<file path="src/rtl/sr_chain_driver.sv">
`default_nettype none
// ============================================================================
// Module   : sr_chain_driver
// Purpose  : Serialises a parallel word LSB-first into a chain of '595-style
//            latched shift registers. It drives SER with a divided SRCLK,
//            pulses RCLK to latch the word, and sequences the chain clear
//            (SRCLR_n) and the output enable (OE_n).
// Options  : SR_DRIVER_AUTOCLEAR_EN - reset arms a pending clear, so the chain
//            is cleared and latched to zero right after reset release.
// Revision : 1.0 - initial release
// ============================================================================
module sr_chain_driver #(
    parameter int WIDTH = 8,
    parameter int CHAIN = 2,
    parameter int DIV   = 1
) (
    input  logic                   clk,
    input  logic                   rst,
    input  logic [WIDTH*CHAIN-1:0] data,
    input  logic                   valid,
    output logic                   ready,
    input  logic                   clear_req,
    input  logic                   oe,
    output logic                   busy,
    output logic                   SER,
    output logic                   SRCLK,
    output logic                   RCLK,
    output logic                   SRCLR_n,
    output logic                   OE_n
);

    localparam int N  = WIDTH * CHAIN;
    localparam int CW = (N > 1) ? $clog2(N) : 1;
    localparam int DW = $clog2(2 * DIV + 1);

    localparam logic [CW-1:0] LAST_BIT = CW'(N - 1);
    localparam logic [DW-1:0] PH_LAST  = DW'(DIV - 1);
    localparam logic [DW-1:0] CLR_LAST = DW'(2 * DIV - 1);

`ifdef SR_DRIVER_AUTOCLEAR_EN
    localparam logic PEND_RST = 1'b1;
`else
    localparam logic PEND_RST = 1'b0;
`endif

    typedef enum logic [2:0] {
        S_IDLE     = 3'd0,
        S_SHIFT_LO = 3'd1,
        S_SHIFT_HI = 3'd2,
        S_LATCH    = 3'd3,
        S_GAP      = 3'd4,
        S_CLEAR    = 3'd5
    } state_t;

    state_t          state, state_n;
    logic [DW-1:0]   phase_cnt, phase_n;
    logic [CW-1:0]   bit_cnt, bit_n;
    logic [N-1:0]    shbuf, shbuf_n;
    logic            pending, pending_n;
    logic            clr_latch, clr_latch_n;
    logic            loaded, loaded_n;
    logic            run;
    logic            ser_q, ser_n;
    logic            srclk_q, srclk_n;
    logic            rclk_q, rclk_n;
    logic            srclr_n_q, srclr_n_n;
    logic            oe_n_q;
    logic            phase_done;
    logic            take_clear;

    // ready needs clear_req combinationally so a same-cycle clear wins over valid
    assign ready      = run && (state == S_IDLE) && !pending && !clear_req;
    assign busy       = (state != S_IDLE);
    assign take_clear = (state == S_IDLE) && (pending || clear_req);
    assign phase_done = (state == S_CLEAR) ? (phase_cnt == CLR_LAST)
                                           : (phase_cnt == PH_LAST);

    assign SER     = ser_q;
    assign SRCLK   = srclk_q;
    assign RCLK    = rclk_q;
    assign SRCLR_n = srclr_n_q;
    assign OE_n    = oe_n_q;

    // Next-state, datapath and pin values; pins are decoded from the next state
    // so the registered outputs line up exactly with the state they belong to
    always_comb begin
        state_n     = state;
        shbuf_n     = shbuf;
        bit_n       = bit_cnt;
        clr_latch_n = clr_latch;
        loaded_n    = loaded;
        pending_n   = pending | clear_req;

        case (state)
            S_IDLE: begin
                if (take_clear) begin
                    state_n   = S_CLEAR;
                    pending_n = 1'b0;
                end else if (valid && ready) begin
                    state_n = S_SHIFT_LO;
                    shbuf_n = data;
                    bit_n   = '0;
                end
            end
            S_SHIFT_LO: begin
                if (phase_done) state_n = S_SHIFT_HI;
            end
            S_SHIFT_HI: begin
                if (phase_done) begin
                    shbuf_n = shbuf >> 1;
                    if (bit_cnt == LAST_BIT) begin
                        state_n = S_LATCH;
                    end else begin
                        state_n = S_SHIFT_LO;
                        bit_n   = bit_cnt + 1'b1;
                    end
                end
            end
            S_LATCH: begin
                if (phase_done) begin
                    state_n     = S_GAP;
                    loaded_n    = 1'b1;
                    clr_latch_n = 1'b0;
                end
            end
            S_GAP: begin
                if (phase_done) state_n = S_IDLE;
            end
            S_CLEAR: begin
                if (phase_done) begin
                    state_n     = S_LATCH;
                    clr_latch_n = 1'b1;
                end
            end
            default: state_n = S_IDLE;
        endcase

        if ((state_n != state) || (state == S_IDLE)) phase_n = '0;
        else                                          phase_n = phase_cnt + 1'b1;

        ser_n     = ((state_n == S_SHIFT_LO) || (state_n == S_SHIFT_HI)) ? shbuf_n[0] : 1'b0;
        srclk_n   = (state_n == S_SHIFT_HI);
        rclk_n    = (state_n == S_LATCH);
        srclr_n_n = !((state_n == S_CLEAR) || ((state_n == S_LATCH) && clr_latch_n));
    end

    // State, datapath and output registers; reset aborts any transfer at once
    always_ff @(posedge clk or posedge rst) begin
        if (rst) begin
            state     <= S_IDLE;
            phase_cnt <= '0;
            bit_cnt   <= '0;
            shbuf     <= '0;
            pending   <= PEND_RST;
            clr_latch <= 1'b0;
            loaded    <= 1'b0;
            run       <= 1'b0;
            ser_q     <= 1'b0;
            srclk_q   <= 1'b0;
            rclk_q    <= 1'b0;
            srclr_n_q <= 1'b1;
            oe_n_q    <= 1'b1;
        end else begin
            state     <= state_n;
            phase_cnt <= phase_n;
            bit_cnt   <= bit_n;
            shbuf     <= shbuf_n;
            pending   <= pending_n;
            clr_latch <= clr_latch_n;
            loaded    <= loaded_n;
            run       <= 1'b1;
            ser_q     <= ser_n;
            srclk_q   <= srclk_n;
            rclk_q    <= rclk_n;
            srclr_n_q <= srclr_n_n;
            oe_n_q    <= ~(oe & loaded);
        end
    end

endmodule
`default_nettype wire

</file>
<file path="config.mk">
export PLATFORM = sky130hd
export DESIGN_NAME = sr_chain_driver
export DESIGN_NICKNAME = d
export VERILOG_FILES = /design/src/rtl/sr_chain_driver.sv
export SDC_FILE = /design/constraint.sdc
export NUM_CORES = 1
export LEC_CHECK = 0
export ABC_AREA = 1
export BUFFER_PORTS_ARGS = -buffer_cell sky130_fd_sc_hd__buf_4
export CORE_MARGIN = 5
export CORE_UTILIZATION = 40
export DETAILED_ROUTE_END_ITERATION = 16
export HOLD_SLACK_MARGIN = 0.12
export SYNTH_ARGS = -nofsm -noshare
export SYNTH_HDL_FRONTEND = slang
export SYNTH_SLANG_ARGS = --single-unit
</file>
<file path="constraint.sdc">
create_clock -name clk -period 1.5 [get_ports clk]
set_input_delay 0.075 -clock clk [delete_from_list [all_inputs] [get_ports clk]]
set_output_delay 0.075 -clock clk [all_outputs]
set_load 0.01 [all_outputs]
</file>
## Yosys cells after proc, flatten, opt, wreduce, memory -nomap -nowiden

Index checks and enable logic that the tools add are counted.

- Flip-flop bits (word level): 34
- Output and inout bits: 7
- Word-level logic and storage cells: 81

- $add $sub $neg: 2
- Eq/ne operators: 16
- Muxes and demuxes: 26
- Bitwise logic cells: 3
- Reduce and logical (&&, ||, !) cells: 20

Operators with widths:

| operator | number |
|---|---|
| $mux W16 | 3 |
| $pmux W16 S2 | 1 |
| $mux W3 | 7 |
| $pmux W3 S6 | 1 |
| $mux W4 | 4 |
| $eq A3 B2 Y1 const B | 4 |
| $eq A3 B3 Y1 const B | 3 |
| $pmux W4 S2 | 1 |
| $eq A3 B1 Y1 const B | 2 |
| $logic_and A1 B1 Y1 | 6 |
| $mux W1 | 6 |
| $ne A2 B2 Y1 const B | 3 |
| $reduce_and A5 Y1 | 1 |
| $add A4 B1 Y4 const B | 1 |
| $eq A4 B4 Y1 const B | 1 |
| $logic_or A1 B1 Y1 | 4 |
| $mux W2 | 2 |
| $reduce_and A4 Y1 | 1 |
| $logic_not A1 Y1 | 3 |
| $logic_not A3 Y1 | 1 |
| $ne A3 B3 Y1 | 1 |
| $reduce_bool A3 Y1 | 1 |
| $add A2 B1 Y2 const B | 1 |
| $eq A2 B1 Y1 const B | 1 |
| 8 further kinds | 8 |

## Logic depth before layout (Yosys ltp)

- Word-level depth: 12
- Mapped depth: 11
- Gate-level depth less buffers: 11

## Worst setup path before layout

OpenSTA, ideal clock, no wires.

- Path type: reg-to-reg
- Start point: register phase_cnt[0]
- End point: register phase_cnt[0]
- Arrival: 1.485 ns
- Data required time: 1.429 ns
- Slack: -0.056 ns
- Stages on the path, launching flop included: 12
- Period minus slack after synthesis: 1.556 ns
- Cell sequence: dfrtp_1 inv_1 ha_1 or2_1 buf_2 nand2_4 nand2_4 nor2_4 nor2_1 nor2_1 nand2_1 nor2_1

- Cells in the longest elaborated chain, start to end: 7
- Elaborated cells on any way between the ends: 13
- Classes of those cells: 1 x add/sub; 2 x eq/ne; 8 x mux; 2 x reduce/logical

RTL lines:

| item | line | text |
|---|---|---|
| start, declared | 56 | `logic [DW-1:0] phase_cnt, phase_n;` |
| start signal, assigned | 165 | `phase_cnt <= phase_n;` |
| $eq A2 B1 Y1 / $logic_not A2 Y1 (equally long branches) | 75, 76 |  |
| $mux W1 | 75 | `assign phase_done = (state == S_CLEAR) ? (phase_cnt == CLR_LAST)` |
| $mux W3, on equally long branches | -- |  |
| $pmux W3 S6 | 94 | `case (state)` |
| $ne A3 B3 Y1 | 138 | `if ((state_n != state) \|\| (state == S_IDLE)) phase_n = '0;` |
| $logic_or A1 B1 Y1 | 138 |  |
| $mux W2 (*) | 138 |  |
| net phase_n[0] | 56 |  |

Mark *: on every way through the listed nets, which the timed path passes. The rest lies on a longest branch.
A chain may end at the register's enable or synchronous reset.

## Worst setup path in the final report

- Start point: register state[0]
- End point: register ser_q, in the netlist SER

- Cells in the longest elaborated chain, start to end: 11
- Elaborated cells on any way between the ends: 28
- Classes of those cells: 7 x eq/ne; 14 x mux; 7 x reduce/logical

RTL lines:

| item | line | text |
|---|---|---|
| start, declared | 55 | `state_t state, state_n;` |
| start signal, assigned | 164 | `state <= state_n;` |
| $logic_not A3 Y1 | 72, 74, 94 |  |
| $logic_and A1 B1 Y1 (3 in a row) | 72 | `assign ready = run && (state == S_IDLE) && !pending && !clear_req;` |
| $logic_and A1 B1 Y1 | 99 | `end else if (valid && ready) begin` |
| $mux W3 | 99 |  |
| $mux W3 | 96 | `if (take_clear) begin` |
| $pmux W3 S6 | 94 |  |
| $eq A3 B1 Y1 / $eq A3 B2 Y1 (equally long branches) | 141 | `ser_n = ((state_n == S_SHIFT_LO) \|\| (state_n == S_SHIFT_HI)) ? shbuf_n[0] : 1'b0;` |
| $logic_or A1 B1 Y1 | 141 |  |
| $mux W1 (*) | 141 |  |
| net ser_n | 63 | `logic ser_q, ser_n;` |
| end signal, assigned | 172 | `ser_q <= ser_n;` |
| end, declared | 63 |  |

Mark *: on every way through the listed nets, which the timed path passes. The rest lies on a longest branch. The select of a mux whose other input is x is not followed.

==> metrics.cfg <==
[sta]
setup_viol=19
report.final.slew_viol_count=0
fin_crit_sh_pct=104
rsz0062_at_grt=yes
hold_slack_ps=242
clock_skew_ps=8.21
hold_viol_final=0
min_period_ps=1560
clock.fmax_mhz=641
worst_slack_ps=-59.7

[synth]
synth_top_area_share_pct=48.2
synth-edff-count=0
synth_top_family_by_area=simple AND/OR/NAND/NOR gates
syn_area_mm2=0.00166
synth-seq-cells=34
synth_fp_nets=228
synth_xor_area_share_pct=0
yosysUniqueCellTypes=28
postSynth.asyncResetShare_pct=100
avgSynthCellArea_um2=8.15
netlist_instances=204
ys.warnings.count=0
synth_compound_area_share_pct=3.91
synthAdderAreaFrac_pct=2.26
synthFlopType=dfrtp_1
yosysTopAreaCell=dfrtp_1
ys_seq_area_share_pct=51.3
yosys-mux-area-fraction_pct=0
synth_most_common_cell=nand2_1
synth-simple-area-share_pct=34.8
ys_top_cells_by_area=dfrtp_1 48%, nand2_1 13%, nand3_1 9.9%, inv_1 4.7%, dfstp_2 3.2%
synthTopCellsByCount=59 x nand2_1, 33 x nand3_1, 32 x dfrtp_1

[status]
status=complete, but fails checks
violations=setup timing

[global_route]
grt_max_degree=18
met2_usage_pct=24.2
top_usage_layer=met2
grtUsageMet3_pct=3.24
grt_pass1_vias=1467
grt_util_all_layers_pct=15.8
grt_use_met1_pct=22.0
grt_overflow=0
grt_first_pass_wirelength_mm=6.74
antenna_found_initial=0

[worst_setup_path]
cp.required_ps=1710
cp-start-kind=register
critical_path_arrival_ps=1770
timing.rr.start=state[0]$_DFF_PP0_
crit_path_end_kind=register
startpoint=state[0]$_DFF_PP0_
path_class=reg -> reg
critPathMaxFanout=5

[routing]
dr.pass1.iters=4
via_per_inst=4.58
drc=0
antenna_left=0
post_drt_wl_per_cell_um=12.0
drtIter0Drc=54
vias=1526
wl_mm=4.00

[cells_and_area]
design_area_mm2=0.00256
area.growth.synth_to_final_pct=53.8
n_antenna_cell=0
drive_gt1_share_pct=37.8
fin_util_pct=63.5
fin_nets=306
filler_cell_count=354

[run]
drv_cap=0

[floorplanning]
die_h_um=74.5
ios=28
num_rows=23
die_w_um=74.5
start_util_pct=41.3
fp.coreArea_mm2=0.00403
dieArea_mm2=0.00555

[place]
place.gp.congestion=0.848
place_ws_ps=-78.0
placed_area_mm2=0.00206
port_buffers=27
dp_hpwl_mm=2.73

[power]
p_leak_nw=1.28
finalPower_mw=4.43
ir_drop_mv=1.06
power_density_mw_per_mm2=1730

[hold_path]
worstHoldStart=valid
hp-class=in -> reg

[clock_tree]
path_clk_slew_ps=80
cts_root_buf=clkbuf_8
cts_made_buffers=5
htree_num_levels=2
cts.sink_count=34
insertion_delay_ps=280
cts_tree=done
clock_path_buffers=2

metal layers:
| metal | vias up | share of wire, % |
|---|---|---|
| met5 | - | 0 |
| met4 | 0 | 1.7 |
| met3 | 5 | 3.6 |
| met2 | 27 | 45 |
| met1 | 694 | 49 |
| li1 | 800 | - |
sequential cells by signal, indices dropped and copies added (netlist names):
| signal | cells |
|---|---|
| OE_n | 1 |
| RCLK | 1 |
| SER | 1 |
| SRCLK | 1 |
| SRCLR_n | 1 |
| bit_cnt | 4 |
| clr_latch | 1 |
| loaded | 1 |
| pending | 1 |
| phase_cnt | 2 |
| run | 1 |
| shbuf | 16 |
| state | 3 |
power breakdown:
part	internal (mW)	switching [mW]	leakage (nW)
logic	1.06	1.17	0.805
registers	1.27	0.211	0.426
clock network	0.369	0.350	0.0472
cell families (layout without fill, tap and decap cells):
family	Yosys count	count (layout)
fa+ha+maj	3	3
flops	34	34
compound gates	12	12
simple gates	122	122
buf+inv	32	111
other cells	1	1
repair_timing:
action / CTS / global route
hold buffers: 19 / 0
gates resized for setup: 7 / 26
endpoints found under the setup margin: 19 / 23
endpoints found under the hold margin: 25 / 0
cloned: 0 / 0
setup buffers: 3 / 9
pin swaps: 5 / 10
area by class of cell:
class | count | area, µm² | area share, %
Inverter | 26 | 97.6 | 3.82
Sequential cell | 34 | 856 | 33.5
Clock buffer | 6 | 82.6 | 3.23
Timing Repair Buffer | 77 | 662 | 25.9
Clock inverter | 2 | 12.5 | 0.489
Tap cell | 50 | 62.6 | 2.45
Multi-Input combinational cell | 138 | 785 | 30.7
cell usage in the layout, fill, tap and decap left out, types with 4 or more instances in the layout:
| cell | count |
|---|---|
| nand3_2 | 7 |
| a21oi_1 | 4 |
| clkbuf_8 | 6 |
| inv_1 | 19 |
| nor2_1 | 10 |
| dlygate4sd3_1 | 19 |
| nand2_1 | 55 |
| dfrtp_1 | 30 |
| nand2_4 | 4 |
| buf_4 | 53 |
| nand2_2 | 4 |
| nand3_1 | 27 |
| inv_2 | 6 |
final timing paths:
path                                    endpoint  slack (ps)  cells after the start
min in group asynchronous      pending$_DFF_PP0_         360                      3
min reg2reg                       OE_n$_DFF_PP1_         410                      1
max                                SER$_DFF_PP0_         -60                     10
min                        shbuf[15]$_DFFE_PP0P_         240                      4
max reg2reg                        SER$_DFF_PP0_         -60                     10
max in group asynchronous     state[2]$_DFF_PP0_         580                      4
through the flow:
stage          TNS, ps  std cells
2_1_floorplan        0        204
3_3_place_gp     -75.5        294
3_5_place_dp      -417        294
4_1_cts           -202        324
5_1_grt          -2580        333
6_report          -546        333
critical path, stage by stage (launching register included):
cell and delay (ps):
dfrtp_2 440, nor2_1 200, nand3_1 150, nand2_1 80, inv_1 40, nand2_1 120, nor2_4 60, buf_4 140
nor2_2 90, nand2_1 60, a21oi_1 120
(Power assumes the default switching activity.)
